## src/rtl/comb_sweep_driver.sv

```systemverilog
`default_nettype none
// ============================================================================
//  Module   : comb_sweep_driver
//  Purpose  : Exhaustive stimulus generator and checker for a purely
//             combinational comb_test instance. Walks {src3,src2,src1}
//             through every value, compares out1..out5 against an internal
//             model in the same cycle and reports pass/fail, a saturating
//             error count and the first failing vector.
//  Ports    : clk, rst_n (sync, active low), start, abort
//             src1..src3  registered stimulus to the DUT
//             out1..out5  DUT responses
//             busy/done   sweep status, pass valid while done
//             err_count   mismatching vectors, saturating
//             first_fail  {src3,src2,src1} of first mismatch, 0 if none
//  Revision : 1.0  initial release
// ============================================================================
module comb_sweep_driver #(
   parameter int size  = 1,
   parameter int CNT_W = 16
) (
   input  logic                clk,
   input  logic                rst_n,
   input  logic                start,
   input  logic                abort,
   output logic [size-1:0]     src1,
   output logic [size-1:0]     src2,
   output logic [size-1:0]     src3,
   input  logic [size-1:0]     out1,
   input  logic [size-1:0]     out2,
   input  logic [size-1:0]     out3,
   input  logic [size-1:0]     out4,
   input  logic [size-1:0]     out5,
   output logic                busy,
   output logic                done,
   output logic                pass,
   output logic [CNT_W-1:0]    err_count,
   output logic [3*size-1:0]   first_fail
);

   localparam int VW = 3 * size;

   localparam logic [1:0] ST_IDLE = 2'd0;
   localparam logic [1:0] ST_RUN  = 2'd1;
   localparam logic [1:0] ST_DONE = 2'd2;

   localparam logic [CNT_W-1:0] CNT_MAX = '1;

   logic [1:0]      state;
   logic [VW-1:0]   vec;

   logic [2:0]      lsbs;
   logic [size-1:0] m1, m2, m3, m4, m5;
   logic            mismatch;
   logic            last_vec;

   // The vector counter is the stimulus register itself; src1 is the LSB field.
   assign {src3, src2, src1} = vec;

   assign busy     = (state == ST_RUN);
   assign done     = (state == ST_DONE);
   assign last_vec = &vec;

   // Reference model of comb_test evaluated on the currently applied vector.
   always_comb begin
      lsbs = {src3[0], src2[0], src1[0]};
      m1   = src1;
      m2   = src2;
      m3   = src1;
      m4   = src2;
      m5   = src1;
      if (src1 < src2) begin
         m1 = (lsbs == 3'd1) ? src3 : src1;
         m2 = (lsbs == 3'd1) ? src3 : src2;
         m3 = (lsbs == 3'd3) ? '0   : src2;
         m4 = (lsbs == 3'd1) ? src3 : ((lsbs == 3'd3) ? '0 : src1);
         m5 = src3;
      end
   end

   // Case inequality so that an X/Z response bit is treated as a mismatch.
   assign mismatch = (out1 !== m1) || (out2 !== m2) || (out3 !== m3) ||
                     (out4 !== m4) || (out5 !== m5);

   always_ff @(posedge clk) begin
      if (!rst_n) begin
         state      <= ST_IDLE;
         vec        <= '0;
         pass       <= 1'b0;
         err_count  <= '0;
         first_fail <= '0;
      end else begin
         case (state)
            ST_IDLE, ST_DONE: begin
               if (start) begin
                  state      <= ST_RUN;
                  vec        <= '0;
                  pass       <= 1'b0;
                  err_count  <= '0;
                  first_fail <= '0;
               end
            end
            ST_RUN: begin
               if (abort) begin
                  // The compare of this cycle is dropped; the tally so far stays.
                  state <= ST_IDLE;
                  vec   <= '0;
               end else begin
                  if (mismatch) begin
                     if (err_count != CNT_MAX)
                        err_count <= err_count + 1'b1;
                     if (err_count == '0)
                        first_fail <= vec;
                  end
                  if (last_vec) begin
                     state <= ST_DONE;
                     pass  <= (err_count == '0) && !mismatch;
                  end else begin
                     vec <= vec + 1'b1;
                  end
               end
            end
            default: state <= ST_IDLE;
         endcase
      end
   end

endmodule
`default_nettype wire
```

## config.mk

```make
export PLATFORM = sky130hd
export DESIGN_NAME = comb_sweep_driver
export DESIGN_NICKNAME = d
export VERILOG_FILES = /design/src/rtl/comb_sweep_driver.sv
export SDC_FILE = /design/constraint.sdc
export NUM_CORES = 1
export LEC_CHECK = 0
export CORE_ASPECT_RATIO = 0.6
export CORE_MARGIN = 2
export CORE_UTILIZATION = 50
export CTS_BUF_LIST = sky130_fd_sc_hd__clkbuf_2 sky130_fd_sc_hd__clkbuf_4 sky130_fd_sc_hd__clkbuf_8
export CTS_CLUSTER_DIAMETER = 150
export CTS_CLUSTER_SIZE = 14
export DETAILED_ROUTE_END_ITERATION = 10
export PLACE_DENSITY = 0.85
export SLEW_MARGIN = 25
export SYNTH_ARGS = -nofsm -noshare
export SYNTH_HDL_FRONTEND = slang
export SYNTH_SLANG_ARGS = --single-unit
```

## constraint.sdc

```tcl
create_clock -name clk -period 3.45 [get_ports clk]
set_input_delay 1.035 -clock clk [delete_from_list [all_inputs] [get_ports clk]]
set_output_delay 1.035 -clock clk [all_outputs]
set_load 0.005 [all_outputs]
```

==> flow_summary.yaml, run 1 <==
run_status:
  outcome: "completed"
yosys:
  synth-seq-area-share_pct: 32.9
  ys_seq_elements: 25
  synth_top_area_share_pct: 32.9
  synth-edff-count: 0
  synth_area_leaders: "dfxtp_1 33%, mux2i_1 5.9%, ha_1 5.8%"
  avgSynthCellArea_sq_um: 8.28
  synth_area_sq_um: 1520
  netlist_instances: 184
  ys_warn_count: 0
  synthArstFlopShare_pct: 0
  yosysTopAreaCell: "dfxtp_1"
  syn-num-nets: 200
  synthFlopType: "dfxtp_1"
  synth.distinct_cells: 40
worst_hold_path:
  hold_path.class: "flop to flop"
  hold_end: "first_fail[1]"
  worstHoldStart: "first_fail[1]"
  min_path_cells: 2
final_layout:
  layout_commonest_cell: "clkdlybuf4s50_1"
  drive_gt1_share_pct: 6.98
  postLayoutCellArea_sq_um: 1910
  fin_nets: 232
  final_cell_mix: "33 x clkdlybuf4s50_1, 25 x dfxtp_1, 18 x nand2_1, 14 x nand3_1, 12 x a21oi_1"
  n_antenna_cell: 0
  area_delta_synth_final_pct: 25.5
clock_network:
  cts_max_path_buffers: 2
  htreeDepth: 1
  cts_resized: 0
  root_buffer: "clkbuf_8"
  hold_buffers: 0
  cts.clk_slew.worst_paths_ps: 90
  cts_buffers: 3
  cts_tree: "yes"
  cts_setup_buffers: 0
  insertion_delay_ps: 270
  clock-sinks: 25
global_route:
  antenna_found_initial: 0
  grt_use_total_pct: 22.8
  first_global_vias: 1228
  grt_overflow_total: 0
  grt_start_max_net_pins: 19
  grt_first_pass_wirelength_microns: 5980
worst_setup_path:
  end_kind: "flop"
  crit_path_start_kind: "input port"
  r2r-end: "err_count[9]"
  cp.arrival_ps: 2940
  rrSetupSlack_ps: 1110
  worstSetupPathType: "input port to flop"
  required_ps: 3650
  cp-startpoint: "out1"
  r2r_start: "lsbs[0]"
  reg2regPathDepth: 8
  critPathMaxFanout: 18
power:
  pwr-share-clk_pct: 33.2
  power.ir.vdd_worst_mv: 0.275
  p_leak_uw: 0.000664
  switching_share_pct: 24.3
  power_frac_seq_pct: 54.0
  power_frac_comb_pct: 12.8
  p_int_uw: 414
  p_per_area_nw_per_um2: 286
  switchingPower_uw: 133
detailed_routing:
  first_iter_violations: 132
  via_count: 1483
  totalWireLength_microns: 3660
  wl_per_cell_microns: 14.2
  vias_per_cell: 5.77
  final_antenna_net_count: 0
  dr.pass1.iters: 4
  drc: 0
die:
  initial_utilization_pct: 52.7
  core_sq_um: 2890
  io_pins: 34
  die_h_microns: 46.7
  die_area_sq_um: 3520
  num_rows: 15
  die_w_microns: 75.2
placed_design:
  hpwl_microns: 2760
  port_buffers: 33
  dp_slack_ps: 433
  gp_congestion: 0.863
  placed_cell_area_sq_um: 1860
sta:
  post-route-period-util_pct: 79.4
  slew_viol_final: 0
  worst_slew_pin_slew_ps: 449
  rsz0062_at_grt: "no"
  report.final.hold_viol_count: 0
  fin_ws_ps: 712
  min_period_ps: 2740
  setup_viol: 0
  fin_skew_ps: 4.38
  setup_tns_ps: 0
  timing.fmax_mhz: 365
  maxSlewHeadroom_pct: 70.0
flow_run:
  max_cap_violations: 0
==> layout make-up <==
| type | instances | area, sq um |
|---|---|---|
| fillers | 248 | 980 |
| clock buffers | 4 | 48.8 |
| flip-flops and latches | 25 | 500 |
| multi-input cells | 144 | 933 |
| repair buffers | 36 | 353 |
| inverters | 6 | 22.5 |
| well taps | 42 | 52.6 |
==> worst max-delay path, cell delays in order <==
cell and delay, ps:
clkdlybuf4s50_1 430, or4_1 500, o21ai_1 110, and3_1 340, buf_4 260, o21ai_0 110
a21oi_1 150
==> Yosys cell counts, types with 3 or more instances <==
master	number
dfxtp_1	25
nand2_1	18
nand3_1	14
a21oi_1	12
mux2i_1	9
ha_1	7
nor2b_1	7
o21ai_0	7
or3_1	7
nand2b_1	6
nor2_1	6
or4_1	6
and3_1	5
inv_1	5
nand4_1	5
buf_6	4
nor3_1	4
a22oi_1	3
and2_1	3
clkbuf_1	3
o31ai_1	3
==> metrics by stage <==
| step | cells | total power (uW) | util [%] | hold slack, ps |
|---|---|---|---|---|
| finish | 257 | 547 | 66.1 | 470 |
| global route | 257 | 568 | 66.1 | 504 |
| CTS | 257 | 551 | 66.1 | 476 |
| detailed placement | 253 | 371 | 64.4 | 464 |
| global placement | 253 | 369 | 64.4 | 449 |
| floorplan | 184 | 344 | - | 451 |
==> cell families (layout without fill, tap and decap cells) <==
family / Yosys count / after routing / share of synthesized area, %
xor gates and xnor gates: 3 / 3 / 1.73
DFF: 25 / 25 / 32.9
and+or+nand+nor: 91 / 91 / 34.1
buffers and inverters: 15 / 46 / 5.83
AOI/OAI and AO/OA: 34 / 34 / 13.8
muxes: 9 / 9 / 5.92
adders and majority gates: 7 / 7 / 5.75
==> worst max-delay path by stage <==
| stage | endpoint | cells after the start |
|---|---|---|
| CTS | err_count[2] | 7 |
| floorplan | err_count[5] | 6 |
| global route | err_count[8] | 8 |
| global placement | err_count[11] | 7 |
| detailed placement | err_count[11] | 7 |
| finish | err_count[2] | 7 |
==> layer usage <==
metal | wire, microns | track usage (%) | up-vias
met5 | 0 | 0 | -
met4 | 25 | 4.21 | 0
met3 | 286 | 6.65 | 4
met2 | 1430 | 31.1 | 60
met1 | 1910 | 35.6 | 685
li1 | - | - | 734
==> sequential cells by signal, indices dropped and copies added (netlist names) <==
register    count
state           2
lsbs            3
err_count      16
pass            1
first_fail      3
==> power groups by stage <==
stage / Clock, uW / Sequential (uW) / Combinational, uW
2_1_floorplan: 0 / 301 / 43.1
3_3_place_gp: 0 / 302 / 67.4
3_5_place_dp: 0 / 302 / 68.8
4_1_cts: 187 / 295 / 68.9
5_1_grt: 196 / 296 / 76.1
6_report: 182 / 295 / 70.0
No activity file was read; power rests on OpenSTA's default activity.
==> run 2: changes to the inputs <==
==> constraint.sdc (replaced) <==
create_clock -name clk -period 2.55 [get_ports clk]
set_input_delay 0.765 -clock clk [delete_from_list [all_inputs] [get_ports clk]]
set_output_delay 0.765 -clock clk [all_outputs]
set_load 0.005 [all_outputs]
==> run 2 against run 1 <==
Compared with the run above: clock-buffer cell count shrank 1; die area is the same; global-route usage grew 0.27 points; worst setup slack lost 530 ps; clock skew shrank 2.1 ps; via count is essentially flat; design area grew 4.6%; critical path type unchanged; largest power group unchanged; highest routed layer unchanged.
==> flow_summary.yaml, run 2 (synthesis results as in run 1) <==
run_status:
  outcome: "completed"
global_route:
  busiest_layer: "met1"
  grtUsageMet2_pct: 30.7
  antenna_found_initial: 0
  use_met1_pct: 36.7
  grt_overflow_total: 0
  first_global_vias: 1253
  grt_use_total_pct: 23.1
  grt_first_pass_wirelength_microns: 6090
  grt_start_max_net_pins: 15
  use_met3_pct: 5.36
die:
  io_pins: 34
  die_w_microns: 75.2
  die_h_microns: 46.7
  initial_utilization_pct: 52.7
  die_area_sq_um: 3520
  core_sq_um: 2890
  num_rows: 15
sta:
  fin_ws_ps: 178
  slew_viol_final: 0
  maxSlewHeadroom_pct: 75.0
  whs_ps: 467
  min_period_ps: 2370
  report.final.hold_viol_count: 0
  post-route-period-util_pct: 93.0
  worst_slew_pin_slew_ps: 374
  setup_viol: 0
  setup_tns_ps: 0
  rsz0062_at_grt: "no"
  fin_skew_ps: 2.23
  timing.fmax_mhz: 422
detailed_routing:
  dr.pass1.iters: 4
  via_count: 1484
  final_antenna_net_count: 0
  totalWireLength_microns: 3600
  wl_per_cell_microns: 13.4
  drc: 0
  vias_per_cell: 5.52
  first_iter_violations: 77
clock_network:
  cts_setup_buffers: 0
  htreeDepth: 1
  hold_buffers: 0
  cts.clk_slew.worst_paths_ps: 90
  clock-sinks: 25
  cts_tree: "yes"
  cts_resized: 0
  cts_buffers: 3
  root_buffer: "clkbuf_8"
  cts_max_path_buffers: 2
  insertion_delay_ps: 270
final_layout:
  n_antenna_cell: 0
  fin_nets: 244
  largest_reg_flops: 16
  area_delta_synth_final_pct: 31.2
  drive_gt1_share_pct: 11.9
  layout_commonest_cell: "clkdlybuf4s50_1"
  top_register: "err_count"
  final_cell_mix: "33 x clkdlybuf4s50_1, 25 x dfxtp_1, 18 x nand2_1, 15 x buf_4, 14 x nand3_1"
  final_cells: 269
power:
  power.ir.vdd_worst_mv: 0.215
  p_per_area_nw_per_um2: 370
  p_leak_uw: 0.000724
placed_design:
  dpl.cell_count: 265
  port_buffers: 33
  hpwl_microns: 2830
  gp_congestion: 0.896
  dp_slack_ps: -102
worst_setup_path:
  required_ps: 2750
  end_kind: "flop"
  critPathMaxFanout: 13
  crit_path_start_kind: "input port"
  worstSetupPathType: "input port to flop"
  rrSetupSlack_ps: 290
  cp.arrival_ps: 2570
worst_hold_path:
  hold_path.class: "flop to flop"
flow_run:
  max_cap_violations: 0
## run 2: cell count changes in the layout (fill, tap and decap cells not counted), sizes merged
cell,delta
buf,+12
clkbuf,-1
clkinv,+1
## run 2: area by class of cell
class | instances | area (sq um)
clock buffer | 3 | 41.3
clock inverter | 1 | 5.00
fill | 249 | 892
inverter | 6 | 22.5
multi-input combinational | 144 | 933
sequential | 25 | 500
tap | 42 | 52.6
timing repair buffer | 48 | 443
## run 2: per-layer routing
layer | up-vias | wire, microns | part of all wire, %
met3 | 4 | 215 | 6.0
met2 | 41 | 1380 | 38
met4 | 0 | 25 | 0.69
met1 | 684 | 1980 | 55
met5 | - | 0 | 0
li1 | 755 | - | -
## run 2: power breakdown
group / switching (uW) / leakage (uW) / total (uW) / internal [uW]
Combinational: 52.1 / 0.000497 / 105 / 52.5
Sequential: 5.84 / 0.000202 / 400 / 394
Clock: 125 / 0.0000255 / 234 / 109
Total: 183 / 0.000724 / 739 / 556
## run 2: through the flow
stage / util [%] / power (uW) / instance area, sq um
floorplan: - / 466 / 1520
global placement: 67.5 / 510 / 1950
detailed placement: 67.5 / 513 / 1950
CTS: 69.1 / 745 / 2000
global route: 69.1 / 774 / 2000
finish: 69.1 / 739 / 2000
## run 2: final timing paths
check                                    from       endpoint  cells past startpoint
worst max register to register        lsbs[0]   err_count[5]                      8
worst max-delay path                     out1   err_count[1]                      8
worst min register to register  first_fail[2]  first_fail[2]                      2
worst min-delay path            first_fail[2]  first_fail[2]                      2
## run 2: worst max-delay path, cell delays in order
cell and delay, ps:
clkdlybuf4s50_1 440, or4_1 500, o21ai_1 110, and3_1 200, buf_4 180, buf_4 140, o21ai_1 60, a21oi_1 180
==> run 3: changes to the inputs <==
--- a/config.mk
+++ b/config.mk
@@ -12,6 +12,7 @@
 export CTS_CLUSTER_DIAMETER = 150
 export CTS_CLUSTER_SIZE = 14
 export DETAILED_ROUTE_END_ITERATION = 10
+export GPL_ROUTABILITY_DRIVEN = 0
 export PLACE_DENSITY = 0.85
 export SLEW_MARGIN = 25
 export SYNTH_ARGS = -nofsm -noshare
==> results of run 3 <==
No change in the layout: final DEF, timing and power equal those of run 2.
